[config.mk]
export PLATFORM = sky130hd
export DESIGN_NAME = march_bist_ctrl
export DESIGN_NICKNAME = d
export VERILOG_FILES = /design/src/rtl/march_bist_pkg.sv /design/src/rtl/bist_addr_gen.sv /design/src/rtl/march_bist_ctrl.sv
export SDC_FILE = /design/constraint.sdc
export NUM_CORES = 1
export LEC_CHECK = 0
export CAP_MARGIN = 20
export CORE_UTILIZATION = 40
export CTS_CLUSTER_DIAMETER = 120
export DETAILED_ROUTE_END_ITERATION = 10
export PLACE_DENSITY = 0.73
export REMOVE_ABC_BUFFERS = 1
export SETUP_SLACK_MARGIN = 0.5
export SLEW_MARGIN = 20
export SYNTH_ARGS = -nofsm -noshare
export SYNTH_HDL_FRONTEND = slang
export SYNTH_SLANG_ARGS = --single-unit
[constraint.sdc]
create_clock -name Clock -period 6.5 [get_ports Clock]
set_input_delay 1.3 -clock Clock [delete_from_list [all_inputs] [get_ports Clock]]
set_output_delay 1.3 -clock Clock [all_outputs]
set_load 0.005 [all_outputs]
[src/rtl/march_bist_pkg.sv]
// Shared types for the March C- BIST controller: FSM states, element index
// and the per-element operation table.
package march_bist_pkg;

  typedef enum logic [1:0] {IDLE, RUN, DRAIN, DONE} state_t;

  typedef logic [2:0] elem_t;

  localparam elem_t LAST_ELEM = 3'd5;

  typedef struct packed {
    logic down;       // 1: address N-1 -> 0
    logic has_read;
    logic has_write;
    logic rd_pol;     // 0/1 relative to the data background
    logic wr_pol;
  } elem_cfg_t;

  // E0 up(w0) E1 up(r0,w1) E2 up(r1,w0) E3 down(r0,w1) E4 down(r1,w0) E5 up(r0)
  function automatic elem_cfg_t elem_cfg(elem_t e);
    elem_cfg_t c;
    case (e)
      3'd0:    c = '{down: 1'b0, has_read: 1'b0, has_write: 1'b1, rd_pol: 1'b0, wr_pol: 1'b0};
      3'd1:    c = '{down: 1'b0, has_read: 1'b1, has_write: 1'b1, rd_pol: 1'b0, wr_pol: 1'b1};
      3'd2:    c = '{down: 1'b0, has_read: 1'b1, has_write: 1'b1, rd_pol: 1'b1, wr_pol: 1'b0};
      3'd3:    c = '{down: 1'b1, has_read: 1'b1, has_write: 1'b1, rd_pol: 1'b0, wr_pol: 1'b1};
      3'd4:    c = '{down: 1'b1, has_read: 1'b1, has_write: 1'b1, rd_pol: 1'b1, wr_pol: 1'b0};
      3'd5:    c = '{down: 1'b0, has_read: 1'b1, has_write: 1'b0, rd_pol: 1'b0, wr_pol: 1'b0};
      default: c = '0;
    endcase
    return c;
  endfunction

endpackage

[src/rtl/bist_addr_gen.sv]
// Up/down SRAM address counter: loads 0 or N-1 at the start of an element and
// flags the terminal address for the current direction.
module bist_addr_gen #(
  parameter int ADDR_W = 8
) (
  input  logic              clk_i,
  input  logic              rst_i,
  input  logic              load_i,
  input  logic              load_hi_i,
  input  logic              step_i,
  input  logic              down_i,
  output logic [ADDR_W-1:0] addr_o,
  output logic              term_o
);

  logic [ADDR_W-1:0] addr_q, addr_d;

  always_comb begin
    addr_d = addr_q;
    if (load_i) begin
      addr_d = load_hi_i ? {ADDR_W{1'b1}} : {ADDR_W{1'b0}};
    end else if (step_i) begin
      addr_d = down_i ? (addr_q - ADDR_W'(1)) : (addr_q + ADDR_W'(1));
    end
  end

  always_ff @(posedge clk_i) begin
    if (rst_i) begin
      addr_q <= '0;
    end else begin
      addr_q <= addr_d;
    end
  end

  assign addr_o = addr_q;
  assign term_o = down_i ? (addr_q == {ADDR_W{1'b0}}) : (addr_q == {ADDR_W{1'b1}});

endmodule

[src/rtl/march_bist_ctrl.sv]
// March C- BIST controller for a single-port synchronous SRAM: sequences the
// six March elements, compares reads two cycles later and records failures.
module march_bist_ctrl
  import march_bist_pkg::*;
#(
  parameter int ADDR_W     = 8,
  parameter int DATA_W     = 4,
  parameter int BACKGROUND = 0,
  parameter int CNT_W      = 8
) (
  input  logic              Clock,
  input  logic              Reset,
  input  logic              Start,
  output logic              Busy,
  output logic              Done,
  output logic              GoNoGo,
  output logic [ADDR_W-1:0] Mem_Address,
  output logic              Mem_WE,
  output logic [DATA_W-1:0] Mem_Data_in,
  input  logic [DATA_W-1:0] Mem_Data_out,
  output logic [ADDR_W-1:0] Fail_Address,
  output logic [CNT_W-1:0]  Fail_Count
);

  localparam logic [DATA_W-1:0] BG0 = (BACKGROUND != 0) ? {DATA_W{1'b1}} : {DATA_W{1'b0}};
  localparam logic [DATA_W-1:0] BG1 = ~BG0;

  state_t            state_q, state_d;
  elem_t             elem_q, elem_d;
  logic              phase_q, phase_d;
  logic              down_q, down_d;
  logic              dual_q, dual_d;
  logic              busy_q, busy_d;
  logic              done_q, done_d;
  logic              we_q, we_d;
  logic              rd_q, rd_d;
  logic [DATA_W-1:0] din_q, din_d;
  logic              gng_q;
  logic [CNT_W-1:0]  cnt_q;
  logic [ADDR_W-1:0] faddr_q;

  elem_cfg_t         nx_cfg;
  logic              run_d, pol_d, last_op, clear_fail;
  logic              ag_load, ag_load_hi, ag_step;
  logic [ADDR_W-1:0] addr;
  logic              term;

  logic              vld_p0;
  logic [DATA_W-1:0] exp_p0;
  logic [ADDR_W-1:0] addr_p0;

  bist_addr_gen #(.ADDR_W(ADDR_W)) u_addr_gen (
    .clk_i     (Clock),
    .rst_i     (Reset),
    .load_i    (ag_load),
    .load_hi_i (ag_load_hi),
    .step_i    (ag_step),
    .down_i    (down_q),
    .addr_o    (addr),
    .term_o    (term)
  );

  // Registers describe the operation currently on the SRAM pins; the
  // combinational block selects the operation for the next cycle.
  always_comb begin
    state_d    = state_q;
    elem_d     = elem_q;
    phase_d    = phase_q;
    busy_d     = busy_q;
    done_d     = done_q;
    ag_load    = 1'b0;
    ag_step    = 1'b0;
    clear_fail = 1'b0;
    last_op    = ~dual_q | phase_q;

    case (state_q)
      IDLE, DONE: begin
        if (Start) begin
          state_d    = RUN;
          elem_d     = '0;
          phase_d    = 1'b0;
          ag_load    = 1'b1;
          clear_fail = 1'b1;
          busy_d     = 1'b1;
          done_d     = 1'b0;
        end
      end
      RUN: begin
        if (last_op) begin
          phase_d = 1'b0;
          if (term) begin
            if (elem_q == LAST_ELEM) begin
              state_d = DRAIN;
            end else begin
              elem_d  = elem_q + 3'd1;
              ag_load = 1'b1;
            end
          end else begin
            ag_step = 1'b1;
          end
        end else begin
          phase_d = 1'b1;
        end
      end
      DRAIN: begin
        state_d = DONE;
        busy_d  = 1'b0;
        done_d  = 1'b1;
      end
      default: state_d = IDLE;
    endcase

    nx_cfg     = elem_cfg(elem_d);
    ag_load_hi = ag_load & nx_cfg.down;
    down_d     = nx_cfg.down;
    dual_d     = nx_cfg.has_read & nx_cfg.has_write;
    run_d      = (state_d == RUN);
    rd_d       = run_d & nx_cfg.has_read & ~phase_d;
    we_d       = run_d & nx_cfg.has_write & ~rd_d;
    pol_d      = rd_d ? nx_cfg.rd_pol : nx_cfg.wr_pol;
    din_d      = run_d ? (pol_d ? BG1 : BG0) : din_q;
  end

  always_ff @(posedge Clock) begin
    if (Reset) begin
      state_q <= IDLE;
      elem_q  <= '0;
      phase_q <= 1'b0;
      down_q  <= 1'b0;
      dual_q  <= 1'b0;
      busy_q  <= 1'b0;
      done_q  <= 1'b0;
      we_q    <= 1'b0;
      rd_q    <= 1'b0;
      din_q   <= '0;
    end else begin
      state_q <= state_d;
      elem_q  <= elem_d;
      phase_q <= phase_d;
      down_q  <= down_d;
      dual_q  <= dual_d;
      busy_q  <= busy_d;
      done_q  <= done_d;
      we_q    <= we_d;
      rd_q    <= rd_d;
      din_q   <= din_d;
    end
  end

  // p0: read captured by the SRAM; its data is compared at the following edge
  always_ff @(posedge Clock) begin
    if (Reset) begin
      vld_p0 <= 1'b0;
    end else begin
      vld_p0 <= rd_q;
    end
  end

  always_ff @(posedge Clock) begin
    exp_p0  <= din_q;
    addr_p0 <= addr;
  end

  always_ff @(posedge Clock) begin
    if (Reset) begin
      gng_q   <= 1'b1;
      cnt_q   <= '0;
      faddr_q <= '0;
    end else if (clear_fail) begin
      gng_q   <= 1'b1;
      cnt_q   <= '0;
      faddr_q <= '0;
    end else if (vld_p0 && (Mem_Data_out != exp_p0)) begin
      gng_q <= 1'b0;
      if (cnt_q != {CNT_W{1'b1}}) begin
        cnt_q <= cnt_q + CNT_W'(1);
      end
      if (cnt_q == {CNT_W{1'b0}}) begin
        faddr_q <= addr_p0;
      end
    end
  end

  assign Busy         = busy_q;
  assign Done         = done_q;
  assign GoNoGo       = gng_q;
  assign Mem_Address  = addr;
  assign Mem_WE       = we_q;
  assign Mem_Data_in  = din_q;
  assign Fail_Address = faddr_q;
  assign Fail_Count   = cnt_q;

endmodule

==> results of run 1 <==
[worst reg2reg max path, cell delays in order (launching register included)]
cell and delay (ns):
dfxtp_1 0.51, nand4_1 0.24, or2_1 0.29, or3_1 0.34
a2111oi_0 0.42, nor2_1 0.15, o221ai_1 0.12, a21oi_1 0.10
o31a_1 0.13
[flip-flops by register name, indices dropped and copies added, names as in the netlist]
| signal | count |
|---|---|
| addr_p0 | 8 |
| phase_q | 1 |
| dual_q | 1 |
| Done | 1 |
| vld_p0 | 1 |
| Mem_WE | 1 |
| state_q | 2 |
| rd_q | 1 |
| Mem_Data_in | 1 |
| exp_p0 | 1 |
| Fail_Count | 8 |
| GoNoGo | 1 |
| u_addr_gen.addr_o | 8 |
| down_q | 1 |
| elem_q | 3 |
| Busy | 1 |
| Fail_Address | 8 |
[worst min path at each step]
stage / from / endpoint / slack [ns] / cells past startpoint
after floorplan: u_addr_gen.addr_o[7] / addr_p0[7] / 0.40 / 0
after CTS: Mem_Data_in[2] / exp_p0[2] / 0.42 / 0
final: Mem_Data_in[2] / exp_p0[2] / 0.41 / 0
after global placement: Mem_Data_in[2] / exp_p0[2] / 0.40 / 0
after detailed placement: Mem_Data_in[2] / exp_p0[2] / 0.41 / 0
after global routing: Mem_Data_in[2] / exp_p0[2] / 0.44 / 0
[power by group]
part	total [W]	switching [W]	internal, W
registers	0.000319	0.0000131	0.000306
logic	0.0000800	0.0000403	0.0000397
clock network	0.000187	0.000101	0.0000861
total	0.000586	0.000154	0.000432
[cell type report]
class / instances / area share (%)
clock buffers: 6 / 2.83
clock inverters: 2 / 0.514
inverters: 13 / 1.67
multi-input cells: 194 / 46.0
flip-flops and latches: 48 / 32.9
well taps: 72 / 3.08
repair buffers: 38 / 13.0
[metal layers]
metal	share of wire, %	track usage [%]
met4	1.3	6.00
met1	48	19.6
met3	3.9	4.11
met5	0	0
met2	47	26.5
[kinds of logic (layout without fill, tap and decap cells)]
| logic type | after synthesis | count (layout) | share of synthesized area (%) |
|---|---|---|---|
| simple gates | 107 | 107 | 24.0 |
| compound gates | 54 | 54 | 17.2 |
| flops | 48 | 48 | 40.1 |
| buf+inv | 21 | 59 | 3.76 |
| fa+ha+maj | 14 | 14 | 7.57 |
| xor+xnor | 10 | 10 | 3.66 |
| mux | 9 | 9 | 3.76 |
[per-stage QoR]
stage	hold WS (ns)	total power, W	area, µm²
6_report	0.413	0.000586	2920
3_5_place_dp	0.407	0.000407	2830
2_1_floorplan	0.396	0.000372	2350
3_3_place_gp	0.401	0.000405	2830
4_1_cts	0.415	0.000594	2920
5_1_grt	0.435	0.000618	2920
[placed cells by master, fill, tap and decap left out, drive strengths merged, types with 2 or more instances in the layout]
cell,Yosys,final
a21o,4,4
a21oi,24,24
a31oi,2,2
and3,4,4
clkbuf,5,6
clkdlybuf4s50,0,38
clkinvlp,0,2
dfxtp,48,48
ha,12,12
inv,13,13
mux2i,9,9
nand2,16,16
nand2b,4,4
nand3,10,10
nand4,3,3
nor2,36,36
nor2b,8,8
nor3,9,9
nor3b,2,2
nor4,2,2
o2111ai,2,2
o211ai,3,3
o21a,3,3
o21ai,4,4
o311a,2,2
or2,3,3
or2b,2,2
or3,4,4
xnor2,6,6
xor2,4,4
==> results.yml, run 1 <==
global_routing:
  grt_pass1_wl_um: 7940
  grt_max_degree: 18
  grt_usage_pct: 15.9
  grt.overflow.total: 0
  grt_pass1_vias: 1760
  antenna_found_initial: 0
logic_synthesis:
  yosysMostFrequentCell: "dfxtp_1"
  synth_cells: 263
  ys.flop_type: "dfxtp_1"
  ys_types: 54
  netlist_top_cells_area: "dfxtp_1, ha_1, nor2_1"
  syn_avg_cell_area_um2: 9.11
  ys_async_sr_fraction_pct: 0
  syn_area_mm2: 0.00240
  synthTopCellsByCount: "dfxtp_1, nor2_1, a21oi_1, nand2_1, inv_1"
  synth_edf_count: 0
  ys_ff_latch: 48
  synth_top_area_cell: "dfxtp_1"
  yosys.area.top_type_share_pct: 40.1
  synth_warnings: 0
  yosysSeqAreaShare_pct: 40.1
cells_and_area:
  fillerInstances: 517
  diodes: 0
  syn_to_final_growth_pct: 22.0
  utilization_pct: 51.8
  nets: 320
  drive_gt1_share_pct: 9.30
  seqCellArea_um2: 961
  stdcell_count: 373
  multi_input_area_mm2: 0.00135
clock_network:
  clk_pin_slew_ns: 0.09
  cts_num_sinks: 48
  cts_resized: 0
  cts_setup_buffers: 0
  insertion_delay_ns: 0.30
  cts_tree: "built"
  cts_hold_buffers: 0
  cts_made_buffers: 5
  cts_max_level: 2
  clockBufferDepth: 2
  cts_root_buffer: "clkbuf_8"
worst_setup_path:
  crit_fanout: 6
  crit_path_end: "Fail_Count[7]"
  slowest_delay_ns: 0.51
  reg2reg_depth: 8
  r2r_slack_ns: 4.10
  r2r-end: "Mem_Data_in[2]"
  endpoint_kind: "flop"
  reg2reg_from: "u_addr_gen.addr_o[4]"
  path_depth: 8
  crit_slowest_cell: "or4_1"
  worst_path_dominant_cell_family: "simple AND/OR/NAND/NOR gates"
  criticalPathCategory: "in -> reg"
  cp-start-kind: "primary input"
  critPathBufInv: 1
  crit_chain: "clkdlybuf4s50_1 -> or4_1 -> o211ai_1 -> a31oi_1 -> and4_1 -> nand3_1 -> xor2_1 -> nor2_1"
  worst_ep_required_time_ns: 6.67
  worstSetupStartpoint: "Mem_Data_out[0]"
  worstPathArrival_ns: 3.28
pwr:
  leakagePower_nw: 1.07
  power_per_cell_area_mw_per_mm2: 201
  ir_drop_v: 0.0000843
timing:
  fmax_mhz: 322
  postLayoutSetupSlackWorst_ns: 3.40
  tns_ns: 0
  period_share_pct: 47.8
  maxSlewViolCount: 0
  max_slew_margin_pct: 57.6
  rsz0062_at_grt: "false"
  worst_slew_pin_slew_ns: 0.634
  hold_viol: 0
  setup_viol: 0
  fin_crit_ns: 3.10
  fin_skew_ns: 0.00439
die:
  core_mm2: 0.00564
  io-pin-count: 39
  dieArea_mm2: 0.00630
  fp.dieH_um: 79.4
  rows: 27
  die_w_um: 79.4
  initial_core_util_pct: 42.5
placed_design:
  dp_hpwl_um: 3380
  pre_cts_slack_ns: 3.06
  place_congestion: 0.845
  placed_cells: 365
  portBuffers: 38
route:
  detail_route.wl_per_cell_um: 12.3
  first_iter_violations: 85
  drcViolationCount: 0
  first_pass_iters: 4
  drtAntennaViolNets: 0
  vias: 1910
  via_per_inst: 5.12
  routed_wl_um: 4580
min_path:
  hp-class: "reg -> reg"
run:
  cap_viol_max_count: 0
run_status:
  status: "finished, final reports clean"
Note: power is estimated with default switching activity, not from simulation.
==> run 2, diff against run 1 <==
--- a/config.mk
+++ b/config.mk
@@ -9,7 +9,7 @@
 export CORE_UTILIZATION = 40
 export CTS_CLUSTER_DIAMETER = 120
 export DETAILED_ROUTE_END_ITERATION = 10
-export PLACE_DENSITY = 0.73
+export PLACE_DENSITY = 0.75
 export REMOVE_ABC_BUFFERS = 1
 export SETUP_SLACK_MARGIN = 0.5
 export SLEW_MARGIN = 20
==> constraint.sdc (replaced) <==
create_clock -name Clock -period 2.84 [get_ports Clock]
set_input_delay 0.568 -clock Clock [delete_from_list [all_inputs] [get_ports Clock]]
set_output_delay 0.568 -clock Clock [all_outputs]
set_load 0.005 [all_outputs]
==> run 2 against run 1 <==
Cell count is 2.7% higher. Clock-buffer cell count stayed put. Cell area is 7.8% higher. Flip-flop and latch count stayed put. Power is 150% higher. Utilization is 4.1 points higher. Global-route usage is 0.40 points higher. Clock skew is 0.0014 ns higher. Routed wire length is 7.8% higher. Clock power grew to 2.8 times the previous value. Critical path depth is 1 higher.
==> results.yml, run 2 (synthesis results as in run 1) <==
run_status:
  status: "finished, final reports clean"
cells_and_area:
  fillerInstances: 473
  seqCellArea_um2: 990
  drive_gt1_share_pct: 19.9
  nets: 330
  multi_input_area_mm2: 0.00144
  syn_to_final_growth_pct: 31.5
  diodes: 0
  stdcell_count: 383
  layout_common_cells: "dfxtp_1, clkdlybuf4s50_1, nor2_1, nand2_1, a21oi_1"
global_routing:
  grt_pass1_wl_um: 8140
  grt_pass1_vias: 1814
  grt_usage_pct: 16.3
  grt.overflow.total: 0
  grt_max_degree: 18
  antenna_found_initial: 0
die:
  io-pin-count: 39
  initial_core_util_pct: 42.5
  core_mm2: 0.00564
  fp.dieH_um: 79.4
  die_w_um: 79.4
  rows: 27
  dieArea_mm2: 0.00630
clock_network:
  cts_tree: "built"
  cts_hold_buffers: 0
  clockBufferDepth: 2
  cts_made_buffers: 5
  clk_pin_slew_ns: 0.09
  cts_max_level: 2
  cts_root_buffer: "clkbuf_8"
  insertion_delay_ns: 0.30
  cts_num_sinks: 48
worst_setup_path:
  reg2reg_from: "u_addr_gen.addr_o[2]"
  criticalPathCategory: "reg -> reg"
  r2r_slack_ns: 0.57
  cp-start-kind: "flop"
  crit_fanout: 7
  worstPathArrival_ns: 2.50
  worst_ep_required_time_ns: 3.07
  endpoint_kind: "flop"
  reg2reg_depth: 9
  r2r-end: "u_addr_gen.addr_o[7]"
min_path:
  min_delay_path_depth: 0
  hp-class: "reg -> reg"
  hold_end: "exp_p0[2]"
  hp-start: "Mem_Data_in[2]"
timing:
  setup_viol: 0
  fmax_mhz: 441
  worst_slew_pin_slew_ns: 0.669
  tns_ns: 0
  fin_crit_ns: 2.27
  max_slew_margin_pct: 55.4
  rsz0062_at_grt: "true"
  period_share_pct: 79.8
  fin_skew_ns: 0.00583
  maxSlewViolCount: 0
  hold_viol: 0
route:
  via_per_inst: 5.19
  first_iter_violations: 73
  vias: 1989
  first_pass_iters: 4
  detail_route.wl_per_cell_um: 12.9
  routed_wl_um: 4930
  drcViolationCount: 0
  drtAntennaViolNets: 0
pwr:
  ir_drop_v: 0.000305
  leakagePower_nw: 1.18
  power_w: 0.00146
  power_per_cell_area_mw_per_mm2: 463
placed_design:
  portBuffers: 38
  dp_hpwl_um: 3480
  placed_cells: 367
  place_congestion: 0.815
run:
  cap_viol_max_count: 0
## run 2: cell types whose count changed in the layout (fill, tap and decap cells not counted), sizes merged
| cell | before | now |
|---|---|---|
| buf | 0 | 10 |
| clkinvlp | 2 | 0 |
| bufinv | 0 | 1 |
| clkdlybuf4s50 | 38 | 37 |
| clkinv | 0 | 1 |
| dlymetal6s2s | 0 | 1 |
## run 2: timing repair
item,4_1_cts,5_1_grt
buffers inserted,2,6
gates resized for setup,6,32
pin swaps,1,13
endpoints found under the setup margin,16,24
hold endpoints to repair,0,0
## run 2: final cells by class
class                      instances  area share, %
timing repair buffer              48           14.5
sequential                        48           31.4
clock inverter                     2           1.23
inverter                          13           1.55
tap                               72           2.86
multi-input combinational        194           45.8
clock buffer                       6           2.62
## run 2: layer usage
metal  vias to the layer above  GRT usage (%)  routed length (µm)
met5                         -              0                   0
met4                         0           5.27                  52
met1                       933           21.0                2240
met2                        31           26.9                2480
li1                       1017              -                   -
met3                         8           3.54                 165
## run 2: where the power goes
part	switching, W	internal (W)	leakage (nW)
clock network	0.000229	0.000288	0.0614
registers	0.0000285	0.000701	0.397
logic	0.000105	0.000108	0.725
total	0.000362	0.00110	1.18
## run 2: worst max-delay path: stages (launching register included)
cell and delay (ns):
dfxtp_4 0.38, buf_4 0.14, nor4_4 0.18, and3_4 0.27, o211ai_4 0.11, nor3_2 0.21
a21oi_4 0.07, or3_4 0.40, a31o_4 0.29, a31oi_4 0.14
## run 2: worst max-delay path by stage
stage,from,to,slack (ns),cells after the start
finish,u_addr_gen.addr_o[2],u_addr_gen.addr_o[7],0.57,9
global route,u_addr_gen.addr_o[1],u_addr_gen.addr_o[7],0.39,9
CTS,state_q[0],u_addr_gen.addr_o[7],0.49,9
detailed placement,Mem_Data_out[0],Fail_Address[5],0.15,7
global placement,Mem_Data_out[0],Fail_Address[4],0.20,7
floorplan,Mem_Data_out[0],Fail_Count[5],0.67,7
## run 2: per-stage QoR
step | hold WS, ns | instance area (µm²) | utilization, % | worst slack, ns
after detailed placement | 0.400 | 2840 | 50.3 | 0.154
after global routing | 0.418 | 3150 | 55.9 | 0.388
after floorplan | 0.396 | 2350 | - | 0.672
after global placement | 0.396 | 2840 | 50.3 | 0.201
after CTS | 0.409 | 2980 | 52.9 | 0.488
final | 0.406 | 3150 | 55.9 | 0.574
